`config.mk`:
```
export PLATFORM = sky130hd
export DESIGN_NAME = mult_sched
export DESIGN_NICKNAME = d
export VERILOG_FILES = /design/src/rtl/mult_ctrl_pkg.sv /design/src/rtl/mult_sched_rr_arbiter.sv /design/src/rtl/mult_sched.sv
export SDC_FILE = /design/constraint.sdc
export NUM_CORES = 1
export LEC_CHECK = 0
export ABC_AREA = 0
export CAP_MARGIN = 20
export CORE_AREA = 2 2 182 184
export DETAILED_ROUTE_END_ITERATION = 12
export DIE_AREA = 0 0 184 186
export HOLD_SLACK_MARGIN = 0.02
export PLACE_DENSITY = 0.53
export SYNTH_ARGS = -nofsm -noshare
export SYNTH_HDL_FRONTEND = slang
export SYNTH_SLANG_ARGS = --single-unit
```
`constraint.sdc`:
```
create_clock -name clk -period 3.19 [get_ports clk]
set_input_delay 0.638 -clock clk [delete_from_list [all_inputs] [get_ports clk]]
set_output_delay 0.638 -clock clk [all_outputs]
set_load 0.05 [all_outputs]
```
`src/rtl/mult_ctrl_pkg.sv`:
```
// Shared definitions for the multiplier scheduler: FSM state encoding,
// default parameter values and the clog2 helper used to size ID/counter fields.
package mult_ctrl_pkg;

    // Controller states: wait for a request, run the multiplier, present the response
    typedef enum logic [1:0] {
        ST_IDLE = 2'd0,
        ST_BUSY = 2'd1,
        ST_RESP = 2'd2
    } state_e;

    localparam int DEF_NUM_REQ = 4;
    localparam int DEF_WIDTH   = 32;
    localparam int DEF_TIMEOUT = 64;

    // Ceiling log2, minimum 1 so that a field derived from it is never zero-width
    function automatic int clog2(input int value);
        int result;
        int rem;
        result = 0;
        rem    = value - 1;
        for (int i = 0; i < 32; i++) begin
            if (rem > 0) begin
                result = result + 1;
                rem    = rem >> 1;
            end else begin
                rem = rem;
            end
        end
        if (result < 1) begin
            result = 1;
        end else begin
            result = result;
        end
        return result;
    endfunction

endpackage

```
`src/rtl/mult_sched_rr_arbiter.sv`:
```
// Round-robin arbiter: searches upward from the slot after the pointer and
// grants the first requesting slot. Purely combinational; the caller owns the pointer.
module rr_arbiter #(
    parameter int NUM_REQ = 4,
    parameter int ID_W    = 2
) (
    input  logic [NUM_REQ-1:0] req_i,
    input  logic [ID_W-1:0]    ptr_i,
    input  logic               en_i,
    output logic [NUM_REQ-1:0] gnt_o,
    output logic [ID_W-1:0]    idx_o
);

    logic            found_s;
    logic [ID_W-1:0] cand_s;

    // Walk the requesters in rotating priority order, last winner gets lowest priority
    always_comb begin
        gnt_o   = '0;
        idx_o   = '0;
        found_s = 1'b0;
        cand_s  = '0;
        for (int k = 1; k <= NUM_REQ; k++) begin
            cand_s = ID_W'((int'(ptr_i) + k) % NUM_REQ);
            if (en_i && !found_s && req_i[cand_s]) begin
                found_s        = 1'b1;
                gnt_o[cand_s]  = 1'b1;
                idx_o          = cand_s;
            end else begin
                found_s = found_s;
            end
        end
    end

endmodule

```
`src/rtl/mult_sched.sv`:
```
// Multiplier scheduler: shares one multi-cycle multiplier between NUM_REQ
// clients. Round-robin grant in IDLE, operands held for the whole operation,
// done/timeout handling in BUSY, one tagged response channel in RESP.
module mult_sched
    import mult_ctrl_pkg::*;
#(
    parameter int NUM_REQ = DEF_NUM_REQ,
    parameter int WIDTH   = DEF_WIDTH,
    parameter int TIMEOUT = DEF_TIMEOUT
) (
    input  logic                       clk,
    input  logic                       rst_n,
    input  logic [NUM_REQ-1:0]         req_valid,
    output logic [NUM_REQ-1:0]         req_ready,
    input  logic [NUM_REQ*WIDTH-1:0]   req_a,
    input  logic [NUM_REQ*WIDTH-1:0]   req_b,
    output logic                       rsp_valid,
    input  logic                       rsp_ready,
    output logic [clog2(NUM_REQ)-1:0]  rsp_id,
    output logic [2*WIDTH-1:0]         rsp_result,
    output logic                       rsp_timeout,
    output logic [WIDTH-1:0]           mul_multiplicand,
    output logic [WIDTH-1:0]           mul_multiplier,
    output logic                       mul_enable,
    input  logic                       mul_done,
    input  logic [2*WIDTH-1:0]         mul_result
);

    localparam int ID_W  = clog2(NUM_REQ);
    localparam int CNT_W = clog2(TIMEOUT);

    state_e               state_q;
    logic [ID_W-1:0]      ptr_q;
    logic [ID_W-1:0]      id_q;
    logic [WIDTH-1:0]     a_q;
    logic [WIDTH-1:0]     b_q;
    logic [2*WIDTH-1:0]   result_q;
    logic                 timeout_q;
    logic                 rsp_valid_q;
    logic                 mul_enable_q;
    logic [CNT_W-1:0]     cnt_q;
    logic [CNT_W-1:0]     cnt_d;

    logic                 arb_en_s;
    logic [NUM_REQ-1:0]   arb_gnt_s;
    logic [ID_W-1:0]      arb_idx_s;
    logic                 accept_s;
    logic                 cnt_expired_s;
    logic [WIDTH-1:0]     sel_a_s;
    logic [WIDTH-1:0]     sel_b_s;

    // Grants are only offered while idle; the arbiter only grants valid requesters
    assign arb_en_s = (state_q == ST_IDLE);

    rr_arbiter #(
        .NUM_REQ (NUM_REQ),
        .ID_W    (ID_W)
    ) u_arb (
        .req_i (req_valid),
        .ptr_i (ptr_q),
        .en_i  (arb_en_s),
        .gnt_o (arb_gnt_s),
        .idx_o (arb_idx_s)
    );

    // A grant is only ever raised for a valid requester, so any grant bit is an accept
    assign req_ready = arb_gnt_s;
    assign accept_s  = |arb_gnt_s;

    // One-hot AND-OR mux picks the granted requester's operands
    always_comb begin
        sel_a_s = '0;
        sel_b_s = '0;
        for (int i = 0; i < NUM_REQ; i++) begin
            sel_a_s = sel_a_s | ({WIDTH{arb_gnt_s[i]}} & req_a[i*WIDTH +: WIDTH]);
            sel_b_s = sel_b_s | ({WIDTH{arb_gnt_s[i]}} & req_b[i*WIDTH +: WIDTH]);
        end
    end

    // Timeout bookkeeping: expire on the TIMEOUT-th enabled cycle without done
    always_comb begin
        cnt_d         = cnt_q + CNT_W'(1);
        cnt_expired_s = (cnt_q == CNT_W'(TIMEOUT - 1));
    end

    // Controller FSM with all outputs registered; async reset aborts any operation silently
    always_ff @(posedge clk or negedge rst_n) begin
        if (!rst_n) begin
            state_q      <= ST_IDLE;
            ptr_q        <= ID_W'(NUM_REQ - 1);
            id_q         <= '0;
            a_q          <= '0;
            b_q          <= '0;
            result_q     <= '0;
            timeout_q    <= 1'b0;
            rsp_valid_q  <= 1'b0;
            mul_enable_q <= 1'b0;
            cnt_q        <= '0;
        end else begin
            case (state_q)
                ST_IDLE: begin
                    if (accept_s) begin
                        a_q          <= sel_a_s;
                        b_q          <= sel_b_s;
                        id_q         <= arb_idx_s;
                        ptr_q        <= arb_idx_s;
                        cnt_q        <= '0;
                        mul_enable_q <= 1'b1;
                        state_q      <= ST_BUSY;
                    end else begin
                        mul_enable_q <= 1'b0;
                    end
                end
                ST_BUSY: begin
                    // done takes priority over a coincident timeout
                    if (mul_done) begin
                        result_q     <= mul_result;
                        timeout_q    <= 1'b0;
                        rsp_valid_q  <= 1'b1;
                        mul_enable_q <= 1'b0;
                        state_q      <= ST_RESP;
                    end else if (cnt_expired_s) begin
                        result_q     <= '0;
                        timeout_q    <= 1'b1;
                        rsp_valid_q  <= 1'b1;
                        mul_enable_q <= 1'b0;
                        state_q      <= ST_RESP;
                    end else begin
                        cnt_q        <= cnt_d;
                        mul_enable_q <= 1'b1;
                    end
                end
                ST_RESP: begin
                    // response fields stay frozen until the consumer takes them
                    if (rsp_ready) begin
                        rsp_valid_q <= 1'b0;
                        state_q     <= ST_IDLE;
                    end else begin
                        rsp_valid_q <= 1'b1;
                    end
                end
                default: begin
                    rsp_valid_q  <= 1'b0;
                    mul_enable_q <= 1'b0;
                    state_q      <= ST_IDLE;
                end
            endcase
        end
    end

    assign rsp_valid        = rsp_valid_q;
    assign rsp_id           = id_q;
    assign rsp_result       = result_q;
    assign rsp_timeout      = timeout_q;
    assign mul_multiplicand = a_q;
    assign mul_multiplier   = b_q;
    assign mul_enable       = mul_enable_q;

endmodule

```
==> flow_summary.ini <==
[timing]
max_slew_margin = 0.534
period_minus_slack_ns = 3.33
max_freq_mhz = 300
fin_hold_ws_ns = 0.179
worstMarginPinSlew_ns = 0.698
fin_crit_sh = 1.04
worst_slack_ns = -0.142
hold_viol_final = 0
rsz0062_at_grt = true
slew_viol_final = 0
setup_viol = 75
skew_ns = 0.0159

[final_layout]
area_growth_syn_to_layout_pct = 90.5
fin_nets = 1468
layout-drive-gt1-share = 0.114
diodes = 0
stdcell_area_um2 = 13200

[grt]
grt_pass1_wl_um = 42900
overflow = 0
grt_max_degree = 66
grt_pass1_vias = 7178
antenna_found_initial = 0
track_usage = 0.165

[synth]
synth_cell_type_count = 44
synth_seq_area_share = 0.518
synth_top_area_share = 0.510
synth_edf_count = 0
syn_nets = 990
synthCells = 651
synth_area_per_cell_um2 = 10.6
async_flop_share = 1.00
ys_warn_count = 0
ys_ff_latch = 143
syn_area_um2 = 6910
synth_area_leaders = dfrtp_1, a22oi_1, a22o_1
synth_common_cells = dfrtp_1, a22oi_1, nor2_1
synth_area_leader_cell = dfrtp_1
ys.flop_type = dfrtp_1
synth.most_common_cell = dfrtp_1

[floorplanning]
dieHeight_um = 186
pin_count = 465
initial_core_util = 0.215
dieArea_um2 = 34200
coreArea_um2 = 32200
rows = 66
die_w_um = 184

[power_and_ir_drop]
power_frac_comb = 0.684
power_frac_clock = 0.122
switching_share = 0.503
p_seq_frac = 0.193
power.density_nw_per_um2 = 1290
peakVddDrop_mv = 0.895
p_leak_nw = 5.17
switching_power_mw = 8.54
total_power_mw = 17.0
power.internal_mw = 8.45

[clock_tree]
clkTransAtPathRegs_ns = 0.08
worstSkewPairLatency_ns = 0.43
ctsHtreeMaxLevel = 4
cts_tree = yes
cts.path.max_buffers = 2
cts_made_buffers = 17
clock_sinks = 143
cts-root-buf = clkbuf_16

[drt]
drtIter0Drc = 396
detail_route.wl_per_cell_um = 19.4
drc = 0
routed_via_density = 4.80
routed_wl_um = 30100
firstDrtPassIters = 5
dr_total_vias = 7439
drtAntennaViolNets = 0

[critical_path]
crit_fanout = 8
cp.arrival_ns = 2.69
worstSetupPathType = reg2out
cp-end-kind = output port
required_ns = 2.55
startpoint_type = register

[placed_design]
placed_area_um2 = 12300
hpwl_um = 21800
dp_slack_ns = -0.553
portBuffers = 464
gp_congestion = 0.858

[outcome]
outcome = finished, violations left
violations = setup timing

[job]
drv_cap = 0

[hold_path]
hp-class = in2async
[per-stage QoR]
stage,std cells,utilization,setup TNS (ns)
detailed placement,1504,0.381,-35.51
CTS,1544,0.404,-5.85
global placement,1504,0.381,-31.12
floorplan,651,-,0
global route,1550,0.409,-11.08
finish,1550,0.409,-5.54
[cells in the final DEF, fill, tap and decap left out, types with 3 or more instances in the layout]
master,netlist,routed
a31oi_1,67,66
clkbuf_16,0,18
mux2i_1,3,3
nor2_1,70,65
dlygate4sd2_1,0,4
o21ai_0,14,14
buf_6,7,8
ha_1,11,10
a22oi_1,131,131
nand2_1,15,15
inv_8,0,6
nor2_2,0,5
clkdlybuf4s50_1,0,455
a21oi_2,0,3
a32oi_1,3,3
a221o_2,3,4
inv_1,12,11
clkinv_8,0,6
buf_12,0,14
dfrtp_1,141,141
or4_4,0,3
buf_4,2,41
nand2b_1,4,3
nand3_1,3,3
a22o_1,64,64
[sequential cells by signal, indices dropped and copies added (netlist names)]
register and flops:
rsp_result 64, rsp_valid 1, rsp_id 2, ptr_q 2
mul_multiplicand 32, state_q 2, rsp_timeout 1, mul_multiplier 32
mul_enable 1, cnt_q 6
[per-layer routing]
layer,part of all wire,GRT usage,vias up
li1,-,-,3510
met1,0.40,0.202,3594
met2,0.51,0.284,313
met3,0.075,0.0450,22
met4,0.013,0.0480,0
met5,0,0,-
[final timing paths]
check / end / from / slack [ns] / depth (start not counted)
setup / recovery: req_ready[2] / ptr_q[0]$_DFFE_PN1P_ / -0.14 / 8
hold / removal: rsp_result[4]$_DFFE_PN0P_ / rst_n / 0.18 / 1
setup reg to reg: mul_multiplicand[2]$_DFFE_PN0P_ / ptr_q[0]$_DFFE_PN1P_ / -0.13 / 12
hold reg to reg: rsp_id[0]$_DFFE_PN0P_ / rsp_id[0]$_DFFE_PN0P_ / 0.49 / 1
max in group asynchronous: mul_multiplier[23]$_DFFE_PN0P_ / rst_n / 2.24 / 2
min in group clk: rsp_id[0]$_DFFE_PN0P_ / rsp_id[0]$_DFFE_PN0P_ / 0.49 / 1
[final cells by class]
class	instances	area (µm²)
Tap cell	408	510
Multi-Input combinational cell	431	3100
Clock buffer	17	425
Clock inverter	15	191
Fill cell	3169	19000
Inverter	12	45.0
Timing Repair Buffer	524	5320
Sequential cell	143	3580
[cell families after synthesis]
| family | after synthesis | synth area share |
|---|---|---|
| AOI/OAI and AO/OA | 305 | 0.329 |
| DFF | 143 | 0.518 |
| and+or+nand+nor | 109 | 0.0693 |
| buffers and inverters | 77 | 0.0516 |
| adders and majority gates | 11 | 0.0199 |
| muxes | 6 | 0.0125 |
[critical path, stage by stage, from the launching register on]
cell and delay (ns):
dfstp_2 0.59, inv_2 0.06, ha_4 0.28, mux4_2 0.38, or3b_1 0.42, a21oi_2 0.13
a221o_2 0.14, buf_6 0.11, buf_12 0.13
[power groups by stage]
stage / logic (mW) / registers, mW / clock network (mW)
after floorplan: 4.46 / 6.14 / 0
after global placement: 11.0 / 3.29 / 0
after detailed placement: 11.1 / 3.31 / 0
after CTS: 11.3 / 3.28 / 2.15
after global routing: 12.4 / 3.39 / 2.23
final: 11.6 / 3.28 / 2.08
[repair_timing]
action,4_1_cts,5_1_grt
setup buffers,8,5
hold buffers,0,0
setup endpoints to repair,66,81
resized for setup,20,18
gates cloned,0,1
pin swaps,8,1
Power figures use the tool's default switching activity.
